`config.mk`:
```
export PLATFORM = sky130hd
export DESIGN_NAME = serial_multiply_uu_flat
export DESIGN_NICKNAME = d
export VERILOG_FILES = /design/src/rtl/serial_multiply_uu_if.sv /design/src/rtl/serial_multiply_uu.sv /design/src/flat_wrapper.sv
export SDC_FILE = /design/constraint.sdc
export NUM_CORES = 1
export LEC_CHECK = 0
export ABC_CLOCK_PERIOD_IN_PS = 5500
export CORE_ASPECT_RATIO = 1.5
export CORE_MARGIN = 2
export CORE_UTILIZATION = 25
export CTS_CLUSTER_DIAMETER = 200
export DETAILED_ROUTE_END_ITERATION = 12
export GPL_TIMING_DRIVEN = 1
export PLACE_DENSITY = 0.52
export SLEW_MARGIN = 10
export SYNTH_ARGS = -nofsm -noshare
export SYNTH_HDL_FRONTEND = slang
export SYNTH_SLANG_ARGS = --single-unit
```
`constraint.sdc`:
```
create_clock -name clk_i -period 5.5 [get_ports clk_i]
set_input_delay 0.55 -clock clk_i [delete_from_list [all_inputs] [get_ports clk_i]]
set_output_delay 0.55 -clock clk_i [all_outputs]
set_load 0.01 [all_outputs]
```
`src/rtl/serial_multiply_uu_if.sv`:
```
// Handshake and data bundle for the serial unsigned multiplier.
// The master side drives the operands and start pulse; the slave side returns the product and status.
interface serial_multiply_uu_if #(
    parameter int M_PP = 16,
    parameter int N_PP = 8
);
    logic                   clk_en_i;
    logic                   multiply_i;
    logic [M_PP-1:0]        multiplicand_i;
    logic [N_PP-1:0]        multiplier_i;
    logic [M_PP+N_PP-1:0]   product_o;
    logic                   busy_o;
    logic                   done_o;

    modport master (
        output clk_en_i, multiply_i, multiplicand_i, multiplier_i,
        input  product_o, busy_o, done_o
    );

    modport slave (
        input  clk_en_i, multiply_i, multiplicand_i, multiplier_i,
        output product_o, busy_o, done_o
    );
endinterface

```
`src/rtl/serial_multiply_uu.sv`:
```
// Serial unsigned shift-add multiplier: one multiplier bit is consumed per enabled clock,
// N_PP enabled edges from start to a valid product.
//   state  | meaning
//   S_IDLE | out of reset, waiting for a start
//   S_RUN  | accumulating, one multiplier bit per enabled edge
//   S_DONE | product valid, held until the next start
module serial_multiply_uu #(
    parameter int M_PP           = 16,
    parameter int N_PP           = 8,
    parameter int COUNT_WIDTH_PP = 4,
    parameter int HELD_OUTPUT_PP = 0
) (
    input  logic                clk_i,
    input  logic                rst_i,
    serial_multiply_uu_if.slave bus
);
    localparam int P_W = M_PP + N_PP;

    typedef enum logic [1:0] {S_IDLE, S_RUN, S_DONE} state_t;

    state_t                    r_state;
    logic [P_W-1:0]            r_acc;
    logic [P_W-1:0]            r_held;
    logic [M_PP-1:0]           r_mcand;
    logic [N_PP-1:0]           r_mplr;
    logic [COUNT_WIDTH_PP-1:0] r_count;
    logic                      r_busy;
    logic                      r_done;

    logic [M_PP:0]             w_sum;
    logic [P_W-1:0]            w_acc_next;
    logic                      w_last;

    // The carry out of the partial sum enters at the accumulator MSB as it shifts right.
    assign w_sum      = {1'b0, r_acc[P_W-1:N_PP]} + (r_mplr[0] ? {1'b0, r_mcand} : '0);
    assign w_acc_next = {w_sum, r_acc[N_PP-1:1]};
    assign w_last     = (r_count == COUNT_WIDTH_PP'(N_PP - 1));

    always_ff @(posedge clk_i or posedge rst_i) begin
        if (rst_i) begin
            r_state <= S_IDLE;
            r_acc   <= '0;
            r_held  <= '0;
            r_mcand <= '0;
            r_mplr  <= '0;
            r_count <= '0;
            r_busy  <= 1'b0;
            r_done  <= 1'b0;
        end else if (bus.clk_en_i) begin
            if (bus.multiply_i) begin
                r_mcand <= bus.multiplicand_i;
                r_mplr  <= bus.multiplier_i;
                r_acc   <= '0;
                r_count <= '0;
                r_busy  <= 1'b1;
                r_done  <= 1'b0;
                r_state <= S_RUN;
            end else begin
                case (r_state)
                    S_RUN: begin
                        r_acc   <= w_acc_next;
                        r_mplr  <= r_mplr >> 1;
                        r_count <= r_count + 1'b1;
                        if (w_last) begin
                            r_state <= S_DONE;
                            r_busy  <= 1'b0;
                            r_done  <= 1'b1;
                            if (HELD_OUTPUT_PP != 0) r_held <= w_acc_next;
                        end
                    end
                    default: ;
                endcase
            end
        end
    end

    assign bus.product_o = (HELD_OUTPUT_PP != 0) ? r_held : r_acc;
    assign bus.busy_o    = r_busy;
    assign bus.done_o    = r_done;
endmodule
```
`src/flat_wrapper.sv`:
```
// flat-port wrapper written by rule: the top's interface ports become plain ports
module serial_multiply_uu_flat 
#(
    parameter int M_PP           = 16,
    parameter int N_PP           = 8,
    parameter int COUNT_WIDTH_PP = 4,
    parameter int HELD_OUTPUT_PP = 0
)
  (clk_i, rst_i, bus_clk_en_i, bus_multiply_i, bus_multiplicand_i, bus_multiplier_i, bus_product_o, bus_busy_o, bus_done_o);
  serial_multiply_uu_if #(.M_PP(M_PP), .N_PP(N_PP)) bus_i ();
  input  logic clk_i;
  input  logic rst_i;
  input wire logic [$bits(bus_i.clk_en_i)-1:0] bus_clk_en_i;
  input wire logic [$bits(bus_i.multiply_i)-1:0] bus_multiply_i;
  input wire logic [$bits(bus_i.multiplicand_i)-1:0] bus_multiplicand_i;
  input wire logic [$bits(bus_i.multiplier_i)-1:0] bus_multiplier_i;
  output wire logic [$bits(bus_i.product_o)-1:0] bus_product_o;
  output wire logic [$bits(bus_i.busy_o)-1:0] bus_busy_o;
  output wire logic [$bits(bus_i.done_o)-1:0] bus_done_o;
  assign bus_i.clk_en_i = bus_clk_en_i;
  assign bus_i.multiply_i = bus_multiply_i;
  assign bus_i.multiplicand_i = bus_multiplicand_i;
  assign bus_i.multiplier_i = bus_multiplier_i;
  assign bus_product_o = bus_i.product_o;
  assign bus_busy_o = bus_i.busy_o;
  assign bus_done_o = bus_i.done_o;
  serial_multiply_uu #(.M_PP(M_PP), .N_PP(N_PP), .COUNT_WIDTH_PP(COUNT_WIDTH_PP), .HELD_OUTPUT_PP(HELD_OUTPUT_PP)) u_core (.clk_i(clk_i), .rst_i(rst_i), .bus(bus_i));
endmodule
```
* After elaboration in Yosys (flattened, before gate mapping) *
Index checks and enable logic that the tools add are counted.

cells by class
  $add $sub $neg = 2
  equal/unequal tests = 2
  mux-type cells = 16
  reductions and logical operators = 5

operators with widths
  kind                 number
  $mux 24              2
  $add 16x17->17       1
  $mux 16              1
  $mux 8               2
  $mux 4               2
  $mux 1               6
  $mux 2               3
  $add 4x1->4 const B  1
  $eq 4x3->1 const B   1
  $reduce_and 2->1     2
  $reduce_bool 2->1    2
  $reduce_and 3->1     1
  $eq 2x1->1 const B   1

word-level totals
  register bits after elaboration = 56
  input port bits = 28
  output and inout port bits = 26
  word-level logic and storage cells = 32

* Logic depth before layout (Yosys ltp) *
Gate-level depths: netlist of the first run.

  depth after elaboration = 4
  gate-level depth with buffers = 11
  gate-level depth less buffers = 10

* Worst setup path before layout of the first run *
Ideal clock, no wire load.

  path type = flip-flop to flip-flop
  start = register u_core.r_mplr[0]
  end = register u_core.r_acc[15], in the netlist u_core.bus.product_o[15]
  library setup time = 0.122 ns
  arrival time = 2.313 ns
  required time = 5.378 ns
  setup slack = 3.065 ns
  cell stages (with the launch flop) = 12
  path buffers = 1
  period minus slack after synthesis = 2.435 ns
  cells stage by stage = dfrtp_1 -> clkbuf_1 -> and2_1 -> ha_1 -> inv_1 -> fa_1 -> nor2b_4 -> o211ai_2 -> a31o_4 -> a21boi_1 -> o21ai_0 -> a32o_1

on the way
  longest elaborated chain between the ends = 4

ends and longest elaborated chain
  element                 RTL line                  RTL
  from (decl)             serial_multiply_uu.sv:25  logic [N_PP-1:0] r_mplr;
  from (signal assigned)  serial_multiply_uu.sv:52  r_mplr <= bus.multiplier_i;
  from (signal assigned)  serial_multiply_uu.sv:62  r_mplr <= r_mplr >> 1;
  $mux 16                 serial_multiply_uu.sv:35  assign w_sum = {1'b0, r_acc[P_W-1:N_PP]} + (r_mplr[0] ? {1'b0, r_mcand} : '0);
  $add 16x17->17          serial_multiply_uu.sv:35
  $mux 24                 serial_multiply_uu.sv:59  case (r_state)
  $mux 24                 serial_multiply_uu.sv:50  if (bus.multiply_i) begin
  to (signal assigned)    serial_multiply_uu.sv:61  r_acc <= w_acc_next;
  to (decl)               serial_multiply_uu.sv:22  logic [P_W-1:0] r_acc;

No other way between the ends. The select of a mux whose other input is x is not followed.
A chain may end at the register's enable or synchronous reset.

* Worst setup path in the final report of the first run *
Ends and elaborated chain as after synthesis.

==> results of run 1 <==
[stage by stage]
step	hold slack (ns)	instance area, um^2	util [%]
final	0.489	3730	32.7
after global placement	0.470	3590	31.5
after CTS	0.492	3730	32.7
after detailed placement	0.475	3590	31.5
after floorplan	0.458	2890	-
after global routing	0.514	3730	32.7
[layout by cell type, fill, tap and decap left out, drive strengths merged, types with 4 or more instances in the layout]
cell type      Yosys  final
xor2               7      7
nand2             31     31
and2              17     17
mux2              16     16
a222oi             6      6
xnor2              6      6
a21oi             13     13
dfrtp             54     54
a21o               4      4
inv               15     15
a22o              10     10
ha                17     17
o21ai             25     25
nand3              5      5
clkdlybuf4s50      0     53
clkbuf             6      6
[state kept, by name (all words and copies together), names as in the netlist]
register / cells
u_core.r_count: 4
u_core.r_mplr: 8
u_core.r_mcand: 16
u_core.r_state: 2
u_core.bus.product_o: 24
[path summary, 6_finish.rpt]
check                                                        to  slack [ns]
min in group asynchronous  u_core.bus.product_o[10]$_DFFE_PP0P_        0.77
hold / removal                     u_core.r_mplr[2]$_DFFE_PP0P_        0.49
max in group asynchronous         u_core.r_mcand[0]$_DFFE_PP0P_        4.25
hold reg to reg                    u_core.r_mplr[2]$_DFFE_PP0P_        0.49
setup reg to reg           u_core.bus.product_o[15]$_DFFE_PP0P_        2.90
setup / recovery           u_core.bus.product_o[15]$_DFFE_PP0P_        2.90
[critical path, delay by kind of cell (launching register included)]
| kind | cells | cell delay, ns |
|---|---|---|
| AOI/OAI and AO/OA | 5 | 0.89 |
| and+or+nand+nor | 2 | 0.35 |
| DFF | 1 | 0.62 |
| buffers and inverters | 1 | 0.05 |
| adders and majority gates | 2 | 0.58 |
[power breakdown]
group | total, mW | switching (mW) | leakage, nW | internal (mW)
Combinational | 0.294 | 0.143 | 0.862 | 0.151
Sequential | 0.489 | 0.0404 | 0.693 | 0.448
Clock | 0.311 | 0.145 | 0.0629 | 0.167
[final cells by class]
class | count | area, um^2
well taps | 150 | 188
clock inverters | 1 | 7.51
repair buffers | 56 | 553
clock buffers | 6 | 129
inverters | 15 | 56.3
flip-flops and latches | 54 | 1350
fillers | 1205 | 7680
multi-input cells | 195 | 1440
[per-layer routing]
metal / vias up / wire, um / global-route usage [%]
met3: 9 / 240 / 2.23
met2: 47 / 3860 / 22.8
met4: 0 / 153 / 4.64
li1: 1095 / - / -
met5: - / 0 / 0
met1: 1087 / 2960 / 13.4
[cells by family (layout without fill, tap and decap cells)]
family,Yosys count,in the layout,synth area share [%]
AOI/OAI and AO/OA,76,76,18.5
and+or+nand+nor,71,71,12.5
DFF,54,54,46.7
buffers and inverters,27,78,3.72
adders and majority gates,18,18,8.05
muxes,17,17,6.58
xor gates and xnor gates,13,13,3.94
==> impl_metrics.env, run 1 <==
export IMPL_slew_limit_headroom_pct=27.9
export IMPL_p_leak_nw=1.62
export IMPL_grt_max_degree=55
export IMPL_antenna_cells=0
export IMPL_min_path_cells=2
export IMPL_synth_async_reset_ratio_pct=100
export IMPL_worstPathArrival_ns=2.79
export IMPL_synth_area_um2=2890
export IMPL_worstSetupPathType="flip-flop to flip-flop"
export IMPL_synth_nets=322
export IMPL_synth_cells=276
export IMPL_hold_start="u_core.r_mplr[3]$_DFFE_PP0P_"
export IMPL_yosys_top_cells_area="dfrtp_1 47%, ha_1 7.4%, mux2_2 6.2%, nand2_1 4.0%, and2_1 3.7%"
export IMPL_r2r_cells=10
export IMPL_cts_max_level=2
export IMPL_setup_violations_final=0
export IMPL_p_total_mw=1.09
export IMPL_ant_nets=0
export IMPL_synth_flop_cell="dfrtp_1"
export IMPL_route_detailed_drc=0
export IMPL_synth_largest_area_cell="dfrtp_1"
export IMPL_cts_root_buffer="clkbuf_16"
export IMPL_crit_fanout=17
export IMPL_hold_violations=0
export IMPL_cts_sinks=54
export IMPL_ctsHoldBuffers=0
export IMPL_vdd_drop_max_v=0.000174
export IMPL_max_stage_delay_ns=0.62
export IMPL_dp_hpwl_um=5100
export IMPL_placementRows=48
export IMPL_wl_per_cell_um=15.1
export IMPL_fin_tns_setup_ns=0
export IMPL_clk_latency_ns=0.29
export IMPL_antenna_found_initial=0
export IMPL_crit_chain="and2_1 > ha_1 > inv_1 > fa_1 > nor2b_4 > o211ai_2 > a31o_4 > a21boi_1 > o21ai_0 > a32o_1"
export IMPL_cp_slowest_cell="dfrtp_1"
export IMPL_die_w_um=91.8
export IMPL_grt_pass1_vias=2295
export IMPL_ctsResizeCount=0
export IMPL_nets=373
export IMPL_cts_buffer_depth=2
export IMPL_overflow=0
export IMPL_synthTopCellsByCount="54 x dfrtp_1, 31 x nand2_1, 21 x o21ai_0"
export IMPL_fin_skew_ns=0.00674
export IMPL_die_h_um=136
export IMPL_min_path_type="flip-flop to flip-flop"
export IMPL_max_cap_violations=0
export IMPL_max_slew_worst_pin_slew_ns=1.08
export IMPL_crit_path_start="u_core.r_mplr[0]$_DFFE_PP0P_"
export IMPL_drive_gt1_share_pct=10.1
export IMPL_dpl_worst_slack_ns=2.85
export IMPL_io_buffers=53
export IMPL_period_share_pct=47.3
export IMPL_crit_path_start_kind="flip-flop"
export IMPL_postCtsSetupBuffers=0
export IMPL_viasPerCell=4.69
export IMPL_cts_made_buffers=5
export IMPL_run_status="completed"
export IMPL_avgSynthCellArea_um2=10.5
export IMPL_worstPathRequired_ns=5.69
export IMPL_syn2layout_area_growth_pct=28.9
export IMPL_yosys_warnings=0
export IMPL_grt_pass1_wl_um=11800
export IMPL_drv_slew=0
export IMPL_synth_seq_area_share_pct=46.7
export IMPL_fin_crit_ns=2.60
export IMPL_top_level_ports=54
export IMPL_cts_tree="built"
export IMPL_power_density_nw_per_um2=294
export IMPL_ys_seq_elements=54
export IMPL_drt_initial_drc_count=118
export IMPL_track_usage_pct=12.1
export IMPL_stdcell_count=477
export IMPL_synth_top_area_share_pct=46.7
export IMPL_max_freq_mhz=384
export IMPL_r2r_start="u_core.r_mplr[0]$_DFFE_PP0P_"
export IMPL_globalplace_congestion=0.840
export IMPL_first_pass_iters=5
export IMPL_wl_um=7210
export IMPL_path_clk_slew_ns=0.07
export IMPL_start_util_pct=25.3
export IMPL_dpl_cell_count=470
export IMPL_layout_setup_ws_ns=2.90
export IMPL_synth_most_common_cell="dfrtp_1"
export IMPL_synth_edf_count=0
export IMPL_num_vias=2238
export IMPL_rsz0062_at_grt="false"
export IMPL_cp_end_kind="flip-flop"
export IMPL_core_um2=11400
export IMPL_die_area_um2=12500
export IMPL_synthDistinctLibCells=48
(Power assumes the default switching activity.)
==> run 2, diff against run 1 <==
- ABC_CLOCK_PERIOD_IN_PS: 5500 -> 2600
- clock period: 5.5 -> 2.6 ns (I/O delays scaled with it)
==> run 2 against run 1 <==
  * Final cell count increased by 0.63%
  * Die area unchanged
  * Maximum frequency is 9.6% higher
  * Power rose by 110%
  * Sequential share of layout area down 0.29 points
  * Utilization rose by 0.30 points
  * Cell area increased by 0.91%
  * Critical endpoint unchanged
==> impl_metrics.env, run 2 (same netlist as run 1, synthesis figures left out) <==
export IMPL_crit_path_start_kind="flip-flop"
export IMPL_max_cap_violations=0
export IMPL_ant_nets=0
export IMPL_track_usage_pct=11.7
export IMPL_use_met1_pct=13.6
export IMPL_max_stage_delay_ns=0.43
export IMPL_cts_buffer_depth=2
export IMPL_layout_setup_ws_ns=0.225
export IMPL_switching_share_pct=29.0
export IMPL_cp_slowest_cell="dfrtp_2"
export IMPL_wl_per_cell_um=14.3
export IMPL_die_area_um2=12500
export IMPL_globalplace_congestion=0.782
export IMPL_grt_max_degree=27
export IMPL_placementRows=48
export IMPL_cts_made_buffers=5
export IMPL_antenna_found_initial=0
export IMPL_ctsHoldBuffers=0
export IMPL_drive_gt1_share_pct=11.5
export IMPL_hold_ws_ns=0.304
export IMPL_p_comb_share_pct=27.0
export IMPL_largest_reg_flops=24
export IMPL_cp_end_kind="flip-flop"
export IMPL_max_freq_mhz=421
export IMPL_cts_root_buffer="clkbuf_16"
export IMPL_cts_max_level=2
export IMPL_die_w_um=91.8
export IMPL_grt_pass1_vias=2291
export IMPL_r2r_start="u_core.r_mplr[0]$_DFFE_PP0P_"
export IMPL_nets=377
export IMPL_r2r_slack_ns=0.22
export IMPL_slew_limit_headroom_pct=61.1
export IMPL_min_path_type="primary input to async pin"
export IMPL_wl_um=6870
export IMPL_crit_chain="and2_1 > ha_1 > inv_1 > fa_1 > nor2b_4 > o211ai_2 > a31o_4 > a21boi_1 > o21ai_0 > a32o_1"
export IMPL_worstPathRequired_ns=2.78
export IMPL_drt_initial_drc_count=153
export IMPL_path_delay_family="compound AO/OA/AOI/OAI gates"
export IMPL_top_usage_layer="met2"
export IMPL_fin_crit_ns=2.38
export IMPL_postCtsSetupBuffers=0
export IMPL_top_level_ports=54
export IMPL_setup_violations_final=0
export IMPL_use_met2_pct=21.2
export IMPL_power_internal_mw=1.65
export IMPL_start_util_pct=25.3
export IMPL_ctsResizeCount=0
export IMPL_layout_common_cells="53 x clkdlybuf4s50_1, 53 x dfrtp_1, 31 x nand2_1"
export IMPL_cts_sinks=54
export IMPL_overflow=0
export IMPL_p_seq_share_pct=44.6
export IMPL_r2r_cells=10
export IMPL_fin_tns_setup_ns=0
export IMPL_vdd_drop_max_v=0.000264
export IMPL_crit_fanout=9
export IMPL_worstPathArrival_ns=2.56
export IMPL_dp_hpwl_um=5220
export IMPL_max_slew_worst_pin_slew_ns=0.584
export IMPL_worstSetupPathType="flip-flop to flip-flop"
export IMPL_antenna_cells=0
export IMPL_clk_latency_ns=0.29
export IMPL_grt_pass1_wl_um=11600
export IMPL_drv_slew=0
export IMPL_run_status="completed"
export IMPL_die_h_um=136
export IMPL_fin_skew_ns=0.00509
export IMPL_power_density_nw_per_um2=617
export IMPL_io_buffers=53
export IMPL_syn2layout_area_growth_pct=30.0
export IMPL_cts_tree="built"
export IMPL_rsz0062_at_grt="false"
export IMPL_period_share_pct=91.4
export IMPL_critPathBufInv=1
export IMPL_p_switching_mw=0.674
export IMPL_clockPowerShare_pct=28.4
export IMPL_rr_endpoint="u_core.bus.product_o[15]$_DFFE_PP0P_"
export IMPL_viasPerCell=4.78
export IMPL_dpl_worst_slack_ns=0.154
export IMPL_route_detailed_drc=0
export IMPL_grt_use_met3_pct=2.06
export IMPL_core_um2=11400
export IMPL_hold_violations=0
export IMPL_p_leak_nw=1.64
export IMPL_final_util_pct=32.9
export IMPL_path_clk_slew_ns=0.07
export IMPL_num_vias=2293
export IMPL_fillCellCount=1182
export IMPL_first_pass_iters=5
## run 2: area by class of cell
cell class              instances  area, um^2  share of cell area, %
clock buffers                   6         139                   3.69
inverters                      15        56.3                   1.50
multi-input cells             195        1440                   38.3
repair buffers                 60         583                   15.5
well taps                     150         188                   4.99
flip-flops and latches         54        1350                   36.0
## run 2: worst max-delay path by stage
stage / endpoint / cells past startpoint / start / slack, ns
3_3_place_gp: u_core.bus.product_o[21]$_DFFE_PP0P_ / 10 / u_core.r_mplr[0]$_DFFE_PP0P_ / 0.20
6_report: u_core.bus.product_o[15]$_DFFE_PP0P_ / 10 / u_core.r_mplr[0]$_DFFE_PP0P_ / 0.22
5_1_grt: u_core.bus.product_o[15]$_DFFE_PP0P_ / 10 / u_core.r_mplr[0]$_DFFE_PP0P_ / 0.07
3_5_place_dp: u_core.bus.product_o[15]$_DFFE_PP0P_ / 10 / u_core.r_mplr[0]$_DFFE_PP0P_ / 0.15
4_1_cts: u_core.bus.product_o[15]$_DFFE_PP0P_ / 10 / u_core.r_mplr[0]$_DFFE_PP0P_ / 0.14
2_1_floorplan: u_core.bus.product_o[15]$_DFFE_PP0P_ / 11 / u_core.r_mplr[0]$_DFFE_PP0P_ / 0.17
## run 2: routing by layer
layer | vias to the layer above | share of wire [%]
li1 | 1104 | -
met1 | 1129 | 40
met2 | 54 | 54
met3 | 6 | 4.3
met4 | 0 | 1.7
met5 | - | 0
## run 2: stage by stage
stage          instances  cell area [um^2]  power [mW]
2_1_floorplan        276              2890        1.43
3_3_place_gp         474              3620        1.68
3_5_place_dp         474              3620        1.69
4_1_cts              480              3760        2.36
5_1_grt              480              3760        2.47
6_report             480              3760        2.32
## run 2: power groups by stage
| stage | clock network, mW | logic (mW) | registers (mW) |
|---|---|---|---|
| 2_1_floorplan | 0 | 0.379 | 1.05 |
| 3_3_place_gp | 0 | 0.625 | 1.05 |
| 3_5_place_dp | 0 | 0.633 | 1.05 |
| 4_1_cts | 0.687 | 0.636 | 1.04 |
| 5_1_grt | 0.713 | 0.698 | 1.05 |
| 6_report | 0.660 | 0.627 | 1.03 |
==> run 3, diff against run 2 <==
- CTS_CLUSTER_SIZE: not set -> 8
- MAX_ROUTING_LAYER: not set -> met4
==> run 3 against run 2 <==
  * Maximum frequency barely moved
  * Via count shrank 1.1%
  * Non-clock buffer count unchanged
  * Clock power rose by 0.6%
  * Register-to-register slack hardly changed
  * Final cell count unchanged
  * First-iteration DRC count down 7.2%
  * Clock skew rose by 0.0016 ns
  * Largest power group unchanged
==> impl_metrics.env, run 3 (same netlist as run 1, synthesis figures left out) <==
export IMPL_max_stage_delay_ns=0.43
export IMPL_wl_um=6870
export IMPL_globalplace_congestion=0.792
export IMPL_fin_tns_setup_ns=0
export IMPL_grt_pass1_vias=2290
export IMPL_crit_chain="and2_1 > ha_1 > inv_1 > fa_1 > nor2b_4 > o211ai_2 > a31o_4 > a21boi_1 > o21ai_0 > a32o_1"
export IMPL_rsz0062_at_grt="false"
export IMPL_worstPathArrival_ns=2.55
export IMPL_critPathBufInv=1
export IMPL_fin_crit_ns=2.37
export IMPL_antenna_cells=0
export IMPL_core_um2=11400
export IMPL_p_switching_mw=0.677
export IMPL_worstSetupPathType="flip-flop to flip-flop"
export IMPL_switching_share_pct=29.1
export IMPL_grt_max_degree=27
export IMPL_cts_made_buffers=5
export IMPL_die_h_um=136
export IMPL_crit_path_start_kind="flip-flop"
export IMPL_path_clk_slew_ns=0.07
export IMPL_p_leak_nw=1.64
export IMPL_start_util_pct=25.3
export IMPL_cp_slowest_cell="dfrtp_2"
export IMPL_min_path_type="primary input to async pin"
export IMPL_syn2layout_area_growth_pct=30.0
export IMPL_dpl_cell_area_um2=3620
export IMPL_vdd_drop_max_v=0.000265
export IMPL_cp_end_kind="flip-flop"
export IMPL_hold_violations=0
export IMPL_ant_nets=0
export IMPL_route_detailed_drc=0
export IMPL_ctsResizeCount=0
export IMPL_cts_sinks=54
export IMPL_cts_buffer_depth=2
export IMPL_ctsHoldBuffers=0
export IMPL_path_delay_family="compound AO/OA/AOI/OAI gates"
export IMPL_worstPathRequired_ns=2.78
export IMPL_power_density_nw_per_um2=618
export IMPL_power_internal_mw=1.65
export IMPL_wl_per_cell_um=14.3
export IMPL_first_pass_iters=5
export IMPL_max_cap_violations=0
export IMPL_stdcell_area_um2=3760
export IMPL_cts_root_buffer="clkbuf_16"
export IMPL_p_seq_share_pct=44.5
export IMPL_io_buffers=53
export IMPL_cts_tree="built"
export IMPL_postCtsSetupBuffers=0
export IMPL_p_comb_share_pct=27.0
export IMPL_grt_pass1_wl_um=11600
export IMPL_track_usage_pct=12.0
export IMPL_fin_skew_ns=0.00665
export IMPL_max_freq_mhz=421
export IMPL_period_share_pct=91.3
export IMPL_drv_slew=0
export IMPL_clk_latency_ns=0.29
export IMPL_clockPowerShare_pct=28.6
export IMPL_die_area_um2=12500
export IMPL_die_w_um=91.8
export IMPL_dp_hpwl_um=5220
export IMPL_nets=377
export IMPL_placementRows=48
export IMPL_viasPerCell=4.72
export IMPL_setup_violations_final=0
export IMPL_max_slew_worst_pin_slew_ns=0.585
export IMPL_drive_gt1_share_pct=11.5
export IMPL_layout_common_cells="53 x clkdlybuf4s50_1, 53 x dfrtp_1, 31 x nand2_1"
export IMPL_overflow=0
export IMPL_drt_initial_drc_count=142
export IMPL_antenna_found_initial=0
export IMPL_cts_max_level=2
export IMPL_largest_reg_flops=24
export IMPL_slew_limit_headroom_pct=61.0
export IMPL_num_vias=2267
export IMPL_crit_fanout=9
export IMPL_top_level_ports=54
export IMPL_run_status="completed"
run 3: per-stage QoR:
step / cells / hold WS [ns] / worst slack [ns] / power, mW / utilization (%)
3_3_place_gp: 474 / 0.472 / 0.197 / 1.68 / 31.7
4_1_cts: 480 / 0.324 / 0.144 / 2.36 / 32.9
6_report: 480 / 0.305 / 0.226 / 2.32 / 32.9
5_1_grt: 480 / 0.361 / 0.0701 / 2.47 / 32.9
3_5_place_dp: 474 / 0.475 / 0.154 / 1.69 / 31.7
2_1_floorplan: 276 / 0.345 / 0.165 / 1.43 / -
run 3: final cells by class:
| type | count | area (um^2) |
|---|---|---|
| Fill cell | 1182 | 7650 |
| Multi-Input combinational cell | 195 | 1440 |
| Sequential cell | 54 | 1350 |
| Timing Repair Buffer | 60 | 583 |
| Tap cell | 150 | 188 |
| Clock buffer | 6 | 139 |
| Inverter | 15 | 56.3 |
run 3: worst paths after layout:
check | from | endpoint | slack (ns) | depth (start not counted)
min in group clk_i | u_core.r_mplr[5]$_DFFE_PP0P_ | u_core.r_mplr[4]$_DFFE_PP0P_ | 0.49 | 2
hold / removal | rst_i | u_core.r_mcand[0]$_DFFE_PP0P_ | 0.30 | 2
max in group asynchronous | rst_i | u_core.r_state[1]$_DFFE_PP0P_ | 1.69 | 3
setup / recovery | u_core.r_mplr[0]$_DFFE_PP0P_ | u_core.bus.product_o[15]$_DFFE_PP0P_ | 0.23 | 10
hold reg to reg | u_core.r_mplr[5]$_DFFE_PP0P_ | u_core.r_mplr[4]$_DFFE_PP0P_ | 0.49 | 2
setup reg to reg | u_core.r_mplr[0]$_DFFE_PP0P_ | u_core.bus.product_o[15]$_DFFE_PP0P_ | 0.23 | 10
run 3: power by group through the flow:
stage / Sequential, mW / Combinational (mW) / Clock [mW]
global placement: 1.05 / 0.625 / 0
detailed placement: 1.05 / 0.633 / 0
CTS: 1.04 / 0.636 / 0.687
global route: 1.06 / 0.698 / 0.714
finish: 1.03 / 0.627 / 0.664
floorplan: 1.05 / 0.379 / 0
run 3: per-layer routing:
metal | up-vias | routed length (um) | global-route usage, %
met5 | - | 0 | -
met3 | 6 | 224 | 1.95
met1 | 1112 | 2860 | 13.8
met4 | 0 | 116 | 4.56
met2 | 49 | 3670 | 21.2
li1 | 1100 | - | -
